<file path="config.mk">
export PLATFORM = sky130hd
export DESIGN_NAME = unpacker_right
export DESIGN_NICKNAME = d
export VERILOG_FILES = /design/src/rtl/unpacker_right.sv
export SDC_FILE = /design/constraint.sdc
export NUM_CORES = 1
export LEC_CHECK = 0
export BUFFER_PORTS_ARGS = -buffer_cell sky130_fd_sc_hd__buf_2
export CAP_MARGIN = 20
export CORE_MARGIN = 4
export CORE_UTILIZATION = 45
export CTS_CLUSTER_SIZE = 16
export DETAILED_ROUTE_END_ITERATION = 16
export PLACE_DENSITY = 0.71
export SYNTH_ARGS = -nofsm -noshare
export SYNTH_HDL_FRONTEND = slang
export SYNTH_SLANG_ARGS = --single-unit
</file>
<file path="constraint.sdc">
create_clock -name clk -period 3.4 [get_ports clk]
set_input_delay 0.51 -clock clk [delete_from_list [all_inputs] [get_ports clk]]
set_output_delay 0.51 -clock clk [all_outputs]
set_load 0.02 [all_outputs]
</file>
<file path="src/rtl/unpacker_right.sv">
// unpacker_right: wide-to-narrow unpacker with a 2-entry word buffer.
// Accepts IN_WIDTH-bit words and emits OUT_WIDTH-bit slices, LS slice first.
// Ports:
//   clk, rst_n      clock, async active-low reset
//   Reset           sync clear of pointers/occupancy/error (priority)
//   Packed_EnWr     write strobe; Packed_DatWr wide word; Packed_RdyWr buffer not full
//   Unpacked_EnRd   read strobe; Unpacked_DatRd current slice; Unpacked_RdyRd slice valid
//   Unpacked_Last   current slice is the last one of its word
//   Err_Ovf         sticky: write attempted while full
module unpacker_right #(
   parameter int unsigned IN_WIDTH  = 128,
   parameter int unsigned OUT_WIDTH = 64
) (
   input  logic                 clk,
   input  logic                 rst_n,
   input  logic                 Reset,
   input  logic                 Packed_EnWr,
   output logic                 Packed_RdyWr,
   input  logic [IN_WIDTH-1:0]  Packed_DatWr,
   output logic                 Unpacked_RdyRd,
   input  logic                 Unpacked_EnRd,
   output logic [OUT_WIDTH-1:0] Unpacked_DatRd,
   output logic                 Unpacked_Last,
   output logic                 Err_Ovf
);

   localparam int unsigned NUM_RAW = (IN_WIDTH + OUT_WIDTH - 1) / OUT_WIDTH;
   localparam int unsigned NUM     = (NUM_RAW < 1) ? 1 : NUM_RAW;
   localparam int unsigned SW      = (NUM > 1) ? $clog2(NUM) : 1;
   localparam int unsigned PW      = NUM * OUT_WIDTH;
   localparam logic [SW-1:0] SC_LAST = SW'(NUM - 1);

   logic [IN_WIDTH-1:0] word_q [2];
   logic [IN_WIDTH-1:0] word_d [2];
   logic                wp_q, wp_d;
   logic                rp_q, rp_d;
   logic [1:0]          occ_q, occ_d;
   logic [SW-1:0]       sc_q, sc_d;
   logic                ovf_q, ovf_d;

   logic                wr_ok, rd_ok, pop;
   logic [PW-1:0]       padded;

   // State register
   always_ff @(posedge clk or negedge rst_n) begin
      if (!rst_n) begin
         word_q[0] <= '0;
         word_q[1] <= '0;
         wp_q      <= 1'b0;
         rp_q      <= 1'b0;
         occ_q     <= 2'd0;
         sc_q      <= '0;
         ovf_q     <= 1'b0;
      end else begin
         word_q[0] <= word_d[0];
         word_q[1] <= word_d[1];
         wp_q      <= wp_d;
         rp_q      <= rp_d;
         occ_q     <= occ_d;
         sc_q      <= sc_d;
         ovf_q     <= ovf_d;
      end
   end

   // Handshake qualification; readiness comes from registered occupancy only
   assign wr_ok = Packed_EnWr   && (occ_q != 2'd2);
   assign rd_ok = Unpacked_EnRd && (occ_q != 2'd0);
   assign pop   = rd_ok && (sc_q == SC_LAST);

   // Next-state logic
   always_comb begin
      word_d[0] = word_q[0];
      word_d[1] = word_q[1];
      wp_d      = wp_q;
      rp_d      = rp_q;
      occ_d     = occ_q;
      sc_d      = sc_q;
      ovf_d     = ovf_q;

      if (Reset) begin
         wp_d  = 1'b0;
         rp_d  = 1'b0;
         occ_d = 2'd0;
         sc_d  = '0;
         ovf_d = 1'b0;
      end else begin
         if (wr_ok) begin
            word_d[wp_q] = Packed_DatWr;
            wp_d         = ~wp_q;
         end
         if (Packed_EnWr && !wr_ok) begin
            ovf_d = 1'b1;
         end
         if (rd_ok) begin
            if (pop) begin
               sc_d = '0;
               rp_d = ~rp_q;
            end else begin
               sc_d = sc_q + SW'(1);
            end
         end
         case ({wr_ok, pop})
            2'b10:   occ_d = occ_q + 2'd1;
            2'b01:   occ_d = occ_q - 2'd1;
            default: occ_d = occ_q;
         endcase
      end
   end

   // Zero-extend so a short final slice reads 0 in its unused upper bits
   assign padded = PW'(word_q[rp_q]);

   // Slice select; loop keeps the index within NUM slices
   always_comb begin
      Unpacked_DatRd = '0;
      for (int unsigned i = 0; i < NUM; i++) begin
         if (sc_q == SW'(i)) begin
            Unpacked_DatRd = padded[i*OUT_WIDTH +: OUT_WIDTH];
         end
      end
   end

   assign Packed_RdyWr   = (occ_q != 2'd2);
   assign Unpacked_RdyRd = (occ_q != 2'd0);
   assign Unpacked_Last  = Unpacked_RdyRd && (sc_q == SC_LAST);
   assign Err_Ovf        = ovf_q;

endmodule

</file>
==> results.py, run 1 <==
metrics = {
    "power_and_ir_drop": {
        "switching_share_pct": 26.2,
        "pwr-share-clk_pct": 33.2,
        "power_density_mw_per_mm2": 696,
        "p_leak_nw": 6.02,
        "p_int_mw": 7.05,
        "p_total_mw": 9.56,
        "switchingPower_mw": 2.50,
        "combPwrFrac_pct": 20.8,
        "power.share.sequential_pct": 46.1,
        "vdd_drop_max_mv": 0.426,
    },
    "synthesis": {
        "synth_area_sq_mm": 0.0114,
        "seq_area_frac_synth_pct": 57.7,
        "synth_top_area_share_pct": 57.7,
        "yosysMostFrequentCell": "dfrtp_1",
        "async_flop_share_pct": 100,
        "synth_top_area_cell": "dfrtp_1",
        "synth.top_cells.by_count": "262 x dfrtp_1, 134 x mux2_2, 122 x mux2_1",
        "syn_nets": 788,
        "synth_warnings": 0,
        "yosysUniqueCellTypes": 26,
        "ys_top_cells_by_area": "dfrtp_1 58%, mux2_2 13%, mux4_2 13%, mux2_1 12%, buf_4 1.1%",
        "synth_area_per_cell_sq_um": 17.4,
        "synth_edf_count": 0,
        "netlist_instances": 655,
        "synth_ff_type": "dfrtp_1",
        "synth_seq_cells": 262,
    },
    "clock_tree": {
        "h-tree-depth": 1,
        "cts_sinks": 262,
        "cts_resized": 0,
        "clk_latency_ps": 530,
        "clock_path_buffers": 3,
        "root_buffer": "clkbuf_16",
        "cts-buffers-inserted": 29,
        "clk_pin_slew_ps": 60,
        "hold_buffers": 0,
        "cts_tree": "built",
        "postCtsSetupBuffers": 0,
    },
    "placement": {
        "gp_congestion": 0.752,
        "post-place-ws_ps": 825,
        "hpwl_microns": 15400,
        "port_buffers": 200,
    },
    "setup_path": {
        "critPathLaunchType": "flip-flop",
        "regToRegStartpoint": "occ_q[1]",
        "crit_type": "reg -> out",
        "reg2reg_depth": 5,
        "timing.rr.end": "word_q[7]",
        "endpoint_kind": "output pin",
        "worstPathMaxFanout": 37,
        "reg2reg_slack_ps": 970,
        "required_ps": 2890,
        "worstPathArrival_ps": 2510,
    },
    "timing": {
        "setup_ws_ps": 385,
        "final-max-slew-violation-count": 0,
        "period_share_pct": 88.7,
        "fin_tns_setup_ps": 0,
        "setup_viol": 0,
        "fin_crit_ps": 3020,
        "fmax_ghz": 0.332,
        "clock_skew_ps": 17.0,
        "worstMarginPinSlew_ps": 976,
        "rsz0062_at_grt": "false",
        "hold_viol_final": 0,
        "relSlewSlack_pct": 34.6,
    },
    "grt": {
        "grt_pass1_wl_microns": 37700,
        "grt.busiest_layer": "met2",
        "grt.overflow.total": 0,
        "grt_use_met1_pct": 21.4,
        "grtUsageTotal_pct": 16.2,
        "antenna_found_initial": 6,
        "met2_usage_pct": 26.5,
        "grt_pass1_vias": 7066,
        "grt_max_degree": 105,
        "grt_util_met3_pct": 4.57,
    },
    "floorplanning": {
        "start_util_pct": 46.2,
        "die_w_microns": 167,
        "die_h_microns": 167,
        "dieArea_sq_mm": 0.0279,
        "core_sq_mm": 0.0246,
        "row_count": 57,
        "io_pins": 201,
    },
    "cells_and_area": {
        "area_growth_pct": 20.8,
        "fin_nets": 992,
        "n_fill_cell": 1993,
        "drive_above_1_share_pct": 53.1,
        "multi_input_area_sq_mm": 0.00450,
        "register_area_sq_mm": 0.00656,
    },
    "routing": {
        "via_count": 6405,
        "detail-route-antenna-nets": 0,
        "drc": 0,
        "dr.pass1.iters": 4,
        "wl_per_cell_microns": 18.8,
        "wl_microns": 22700,
        "viasPerCell": 5.32,
        "first_iter_violations": 263,
    },
    "job": {
        "maxCapViolations": 0,
    },
    "min_path": {
        "hold_class": "in -> async",
    },
    "run_status": {
        "status": "finished clean",
    },
}
-- layout make-up --
class	instances	area share [%]
sequential	262	47.8
inverter	3	0.0820
clock buffer	39	5.99
multi-input combinational	346	32.7
clock inverter	10	1.14
tap	324	2.95
antenna	4	0.0729
timing repair buffer	217	9.29
-- kinds of logic (layout without fill, tap and decap cells) --
group	after synthesis	in the layout	synth area share, %
AOI/OAI and AO/OA	11	11	0.550
xor gates and xnor gates	1	1	0.0770
buffers and inverters	47	269	2.87
DFF	262	262	57.7
muxes	320	320	38.0
other	0	4	0
and+or+nand+nor	14	14	0.803
-- cell usage in the layout, fill, tap and decap left out, drive strengths merged, types with 2 or more instances in the layout --
cell	n
a21oi	4
buf	217
bufinv	4
clkbuf	39
clkinv	4
dfrtp	262
diode	4
inv	4
mux2	256
mux4	64
nand2	2
nand3	2
nor2	3
o21ai	4
or3	2
-- sequential cells by signal, indices dropped and copies added, names as in the netlist --
signal / flops
occ_q: 2
Err_Ovf: 1
word_q: 256
wp_q: 1
rp_q: 1
sc_q: 1
-- power by group through the flow --
stage	logic [mW]	registers, mW	clock network [mW]
after global routing	2.16	4.50	3.40
after detailed placement	2.02	4.44	0
after floorplan	1.49	4.26	0
final	1.98	4.40	3.17
after global placement	1.97	4.43	0
after CTS	2.03	4.40	3.26
-- worst max-delay path by stage --
stage          cells after the start            endpoint  slack (ps)  start
2_1_floorplan                      3  Unpacked_DatRd[25]        1390   rp_q
3_3_place_gp                       3   Unpacked_DatRd[9]         850   rp_q
3_5_place_dp                       3  Unpacked_DatRd[14]         830   rp_q
4_1_cts                            3  Unpacked_DatRd[14]         260   rp_q
5_1_grt                            3  Unpacked_DatRd[14]         170   rp_q
6_report                           3  Unpacked_DatRd[14]         380   rp_q
-- stage by stage --
step / instance area (sq um) / hold slack, ps / std cells / util, %
after floorplan: 11400 / 214 / 655 / -
after global placement: 12700 / 462 / 1152 / 51.8
after detailed placement: 12700 / 469 / 1152 / 51.8
after CTS: 13700 / 46.4 / 1201 / 55.8
after global routing: 13700 / 48.1 / 1204 / 55.8
final: 13700 / 4.96 / 1205 / 55.8
-- layer usage --
metal  vias up  routed length, microns
li1       2865                       -
met1      3333                    9530
met2       151                   11100
met3        50                    1450
met4         6                     554
met5         -                      34
-- worst max-delay path: stages (launching register included) --
cell and delay [ps]:
dfrtp_4 920, buf_4 340, mux4_2 520, buf_2 170
No activity file was read; power rests on OpenSTA's default activity.
==> inputs of run 2 (changes only) <==
--- a/config.mk
+++ b/config.mk
@@ -7,6 +7,7 @@
 export LEC_CHECK = 0
 export BUFFER_PORTS_ARGS = -buffer_cell sky130_fd_sc_hd__buf_2
 export CAP_MARGIN = 20
+export CORE_ASPECT_RATIO = 0.5
 export CORE_MARGIN = 4
 export CORE_UTILIZATION = 45
 export CTS_CLUSTER_SIZE = 16
==> run 2 against run 1 <==
Compared with the run above:
- via count decreased by 0.31%
- largest cell class unchanged
- first-iteration DRC count grew 12%
- cell count stayed put
- global-route usage rose by 1.3 points
- critical path type unchanged
- non-clock buffer count fell by 6
- count of clock-buffer cells in the layout shrank 1
- clock power shrank 12%
- critical path depth stayed put
- worst hold slack got worse by 0.78 ps
==> results.py, run 2 (synthesized netlist as in run 1, its figures left out) <==
metrics = {
    "timing": {
        "clock_skew_ps": 8.68,
        "final-max-slew-violation-count": 0,
        "period_share_pct": 86.8,
        "fmax_ghz": 0.339,
        "fin_crit_ps": 2950,
        "setup_viol": 0,
        "worstMarginPinSlew_ps": 783,
        "relSlewSlack_pct": 47.8,
        "hold_viol_final": 0,
        "fin_tns_setup_ps": 0,
        "rsz0062_at_grt": "false",
        "hold_slack_ps": 4.17,
    },
    "grt": {
        "grt_pass1_vias": 7207,
        "grt_max_degree": 103,
        "antenna_found_initial": 2,
        "grt.overflow.total": 0,
        "grtUsageTotal_pct": 17.6,
        "grt_pass1_wl_microns": 39400,
    },
    "floorplanning": {
        "die_h_microns": 120,
        "io_pins": 201,
        "row_count": 40,
        "die_w_microns": 233,
        "start_util_pct": 46.6,
        "dieArea_sq_mm": 0.0280,
        "core_sq_mm": 0.0244,
    },
    "power_and_ir_drop": {
        "switchingPower_mw": 2.51,
        "power.share.sequential_pct": 48.1,
        "switching_share_pct": 27.4,
        "power_density_mw_per_mm2": 680,
        "vdd_drop_max_mv": 0.383,
        "pwr-share-clk_pct": 30.3,
        "p_int_mw": 6.67,
        "p_leak_nw": 5.89,
        "combPwrFrac_pct": 21.6,
    },
    "cells_and_area": {
        "area_growth_pct": 18.7,
        "largest_reg_flops": 256,
        "fin_nets": 982,
        "largest_register": "word_q",
        "final_common_cell": "dfrtp_1",
        "top_regs": "word_q x256, occ_q x2",
        "layout_common_cells": "260 x dfrtp_1, 199 x buf_2, 134 x mux2_2, 122 x mux2_1, 64 x mux4_2",
        "drive_above_1_share_pct": 52.0,
    },
    "setup_path": {
        "crit_buf_inv": 2,
        "max_stage_delay_ps": 890,
        "worstPathArrival_ps": 2440,
        "required_ps": 2890,
        "critPathTopFamily": "flip-flops",
        "crit_type": "reg -> out",
        "path_cells": "buf_12 > mux4_2 > buf_2",
        "critPathSlowestCell": "dfrtp_4",
        "endpoint_kind": "output pin",
        "worstPathMaxFanout": 32,
        "critPathLaunchType": "flip-flop",
    },
    "routing": {
        "wl_microns": 24000,
        "detail-route-antenna-nets": 0,
        "dr.pass1.iters": 4,
        "drc": 0,
        "first_iter_violations": 295,
        "via_count": 6385,
        "wl_per_cell_microns": 19.9,
        "viasPerCell": 5.30,
    },
    "clock_tree": {
        "root_buffer": "clkbuf_16",
        "cts_tree": "built",
        "clk_pin_slew_ps": 60,
        "clock_path_buffers": 3,
        "cts_resized": 0,
        "h-tree-depth": 1,
        "cts_sinks": 262,
        "cts-buffers-inserted": 25,
        "hold_buffers": 0,
        "clk_latency_ps": 520,
        "postCtsSetupBuffers": 0,
    },
    "placement": {
        "port_buffers": 200,
        "gp_congestion": 0.756,
        "hpwl_microns": 16000,
    },
    "job": {
        "maxCapViolations": 0,
    },
    "run_status": {
        "status": "finished clean",
    },
    "min_path": {
        "hold_class": "in -> async",
    },
}
[run 2: changes by cell type in the layout (fill, tap and decap cells not counted), sizes merged]
cell / change
buf: -6
bufinv: -2
diode: -2
clkbuf: -1
clkinvlp: -1
[run 2: area by class of cell]
class | count | area [sq um]
fillers | 2037 | 10900
flip-flops and latches | 262 | 6560
multi-input cells | 346 | 4500
repair buffers | 211 | 1190
clock buffers | 38 | 714
well taps | 336 | 420
clock inverters | 7 | 91.3
inverters | 3 | 11.3
diodes | 2 | 5.00
[run 2: routing by layer]
layer | vias to the layer above | part of all wire (%) | GRT usage, % | wire length [microns]
met5 | - | 0 | 0 | 0
li1 | 2847 | - | - | -
met4 | 0 | 2.4 | 4.33 | 566
met1 | 3416 | 41 | 22.3 | 9930
met2 | 86 | 53 | 31.2 | 12700
met3 | 36 | 3.4 | 3.46 | 826
[run 2: power by group through the flow]
stage               clock [mW]  sequential, mW  combinational, mW
floorplan                    0            4.26               1.49
global placement             0            4.42               1.94
detailed placement           0            4.46               2.02
CTS                       2.88            4.42               2.02
global route              3.03            4.51               2.16
finish                    2.78            4.42               1.99
[run 2: worst paths after layout]
| path | startpoint | cells after the start | end | slack (ps) |
|---|---|---|---|---|
| min reg2reg | word_q[245] | 1 | word_q[245] | 480 |
| min in group clk | Packed_DatWr[47] | 2 | word_q[175] | 220 |
| max in group asynchronous | rst_n | 2 | word_q[217] | 2390 |
| max | rp_q | 3 | Unpacked_DatRd[54] | 450 |
| max reg2reg | occ_q[0] | 5 | word_q[22] | 1420 |
| min | rst_n | 1 | word_q[121] | 4 |
[run 2: metrics by stage]
stage | cells | instance area (sq um) | util [%] | setup slack, ps | total power, mW
3_5_place_dp | 1158 | 12700 | 51.9 | 939 | 6.48
2_1_floorplan | 655 | 11400 | - | 1390 | 5.75
6_report | 1205 | 13500 | 55.3 | 449 | 9.18
3_3_place_gp | 1158 | 12700 | 51.9 | 949 | 6.36
5_1_grt | 1205 | 13500 | 55.3 | 265 | 9.69
4_1_cts | 1203 | 13500 | 55.2 | 354 | 9.32
==> inputs of run 3 (changes only) <==
--- a/config.mk
+++ b/config.mk
@@ -9,10 +9,11 @@
 export CAP_MARGIN = 20
 export CORE_ASPECT_RATIO = 0.5
 export CORE_MARGIN = 4
-export CORE_UTILIZATION = 45
+export CORE_UTILIZATION = 60
+export CTS_CLUSTER_DIAMETER = 200
 export CTS_CLUSTER_SIZE = 16
 export DETAILED_ROUTE_END_ITERATION = 16
-export PLACE_DENSITY = 0.71
+export PLACE_DENSITY_LB_ADDON = 0.08
 export SYNTH_ARGS = -nofsm -noshare
 export SYNTH_HDL_FRONTEND = slang
 export SYNTH_SLANG_ARGS = --single-unit
==> run 3 against run 2 <==
Compared with the run above:
- global-route usage increased by 4.3 points
- largest cell class unchanged
- core utilization grew 16 points
- clock skew barely moved
- critical path type unchanged
- sequential power about the same
- via count shrank 1.3%
- total power decreased by 7.1%
- largest power group unchanged
- register-to-register slack got worse by 110 ps
- fmax decreased by 1.9%
- routed wire length shrank 4.9%
==> results.py, run 3 (synthesized netlist as in run 1, its figures left out) <==
metrics = {
    "setup_path": {
        "worstPathArrival_ps": 2500,
        "required_ps": 2890,
        "worstPathMaxFanout": 29,
        "crit_type": "reg -> out",
        "critPathLaunchType": "flip-flop",
        "critPathSlowestCell": "dfrtp_4",
        "endpoint_kind": "output pin",
        "path_cells": "buf_4 > mux4_2 > buf_2",
        "max_stage_delay_ps": 850,
    },
    "grt": {
        "grt_max_degree": 99,
        "grt_pass1_vias": 6924,
        "antenna_found_initial": 5,
        "grt.overflow.total": 0,
        "grt_pass1_wl_microns": 37600,
        "grtUsageTotal_pct": 21.9,
    },
    "routing": {
        "dr.pass1.iters": 4,
        "wl_per_cell_microns": 20.6,
        "viasPerCell": 5.70,
        "via_count": 6305,
        "first_iter_violations": 305,
        "drc": 0,
        "wl_microns": 22800,
        "detail-route-antenna-nets": 0,
    },
    "timing": {
        "relSlewSlack_pct": 49.3,
        "final-max-slew-violation-count": 0,
        "fmax_ghz": 0.332,
        "worstMarginPinSlew_ps": 761,
        "fin_tns_setup_ps": 0,
        "hold_viol_final": 0,
        "setup_viol": 0,
        "period_share_pct": 88.5,
        "setup_ws_ps": 390,
        "fin_crit_ps": 3010,
        "rsz0062_at_grt": "false",
        "clock_skew_ps": 9.06,
    },
    "cells_and_area": {
        "fin_area_sq_mm": 0.0131,
        "area_growth_pct": 15.3,
        "n_fill_cell": 1275,
        "final_common_cell": "dfrtp_1",
        "largest_reg_flops": 256,
        "final_util_pct": 70.9,
        "fin_nets": 977,
        "drive_above_1_share_pct": 51.7,
        "largest_register": "word_q",
        "layout_common_cells": "260 x dfrtp_1, 199 x buf_2, 134 x mux2_2, 122 x mux2_1, 64 x mux4_2",
        "top_regs": "word_q x256, occ_q x2",
        "fin_cells": 1106,
    },
    "clock_tree": {
        "cts_sinks": 262,
        "h-tree-depth": 1,
        "root_buffer": "clkbuf_16",
        "cts-buffers-inserted": 20,
        "cts_tree": "built",
        "hold_buffers": 0,
        "clk_pin_slew_ps": 70,
        "clk_latency_ps": 490,
        "clock_path_buffers": 3,
        "postCtsSetupBuffers": 0,
        "cts_resized": 0,
    },
    "power_and_ir_drop": {
        "vdd_drop_max_mv": 0.402,
        "power_density_mw_per_mm2": 651,
        "p_leak_nw": 5.75,
    },
    "floorplanning": {
        "row_count": 35,
        "core_sq_mm": 0.0185,
        "die_h_microns": 105,
        "die_w_microns": 203,
        "dieArea_sq_mm": 0.0213,
        "start_util_pct": 61.5,
        "io_pins": 201,
    },
    "min_path": {
        "hold_class": "in -> async",
    },
    "placement": {
        "dpl_cell_area_sq_mm": 0.0126,
        "dp.cells": 1081,
        "gp_congestion": 0.803,
        "hpwl_microns": 15400,
        "port_buffers": 200,
        "post-place-ws_ps": 871,
    },
    "run_status": {
        "status": "finished clean",
    },
    "job": {
        "maxCapViolations": 0,
    },
}
run 3: cell count changes in the layout (fill, tap and decap cells not counted):
| cell | delta |
|---|---|
| buf_12 | -2 |
| buf_4 | +2 |
| bufinv_16 | -2 |
| clkbuf_1 | -7 |
| clkbuf_16 | -4 |
| clkbuf_8 | -4 |
| clkinv_2 | -4 |
| dfrtp_2 | +1 |
| dfrtp_4 | -1 |
| diode_2 | -1 |
run 3: stage by stage:
step | hold WS, ps | total power [mW]
2_1_floorplan | 214 | 5.75
3_3_place_gp | 462 | 6.36
3_5_place_dp | 470 | 6.47
4_1_cts | 61.0 | 8.62
5_1_grt | 78.0 | 9.01
6_report | 32.2 | 8.53
run 3: path summary, 6_finish.rpt:
kind | from | endpoint | slack (ps) | cells past startpoint
worst min-delay path | rst_n | word_q[10] | 30 | 1
worst min register to register | word_q[251] | word_q[251] | 480 | 1
max in group asynchronous | rst_n | word_q[240] | 2490 | 2
worst max register to register | occ_q[0] | word_q[22] | 1310 | 5
min in group clk | Packed_DatWr[117] | word_q[245] | 240 | 2
worst max-delay path | rp_q | Unpacked_DatRd[21] | 390 | 3
run 3: worst max-delay path, delay by kind of cell (launching register included):
kind | cells | cell delay, ps
multiplexers | 1 | 560
flip-flops | 1 | 850
buffers and inverters | 2 | 570
run 3: power breakdown:
group / switching (mW) / leakage [nW] / total, mW / internal (mW)
logic: 0.886 / 2.36 / 1.98 / 1.09
clock network: 1.03 / 0.267 / 2.14 / 1.11
registers: 0.449 / 3.13 / 4.41 / 3.96
total: 2.37 / 5.75 / 8.53 / 6.16
run 3: cell type report:
type | instances | area, sq um | area share [%]
Timing Repair Buffer | 211 | 1170 | 8.92
Clock buffer | 23 | 533 | 4.07
Clock inverter | 1 | 11.3 | 0.0859
Multi-Input combinational cell | 346 | 4500 | 34.3
Antenna cell | 1 | 2.50 | 0.0191
Inverter | 3 | 11.3 | 0.0859
Tap cell | 259 | 324 | 2.47
Sequential cell | 262 | 6560 | 50.1
run 3: layer usage:
metal	track usage (%)	vias to the layer above	share of wire, %
met5	0	-	0.20
met4	4.11	8	1.6
met3	5.75	38	5.7
met2	34.6	137	47
met1	31.6	3307	45
li1	-	2815	-
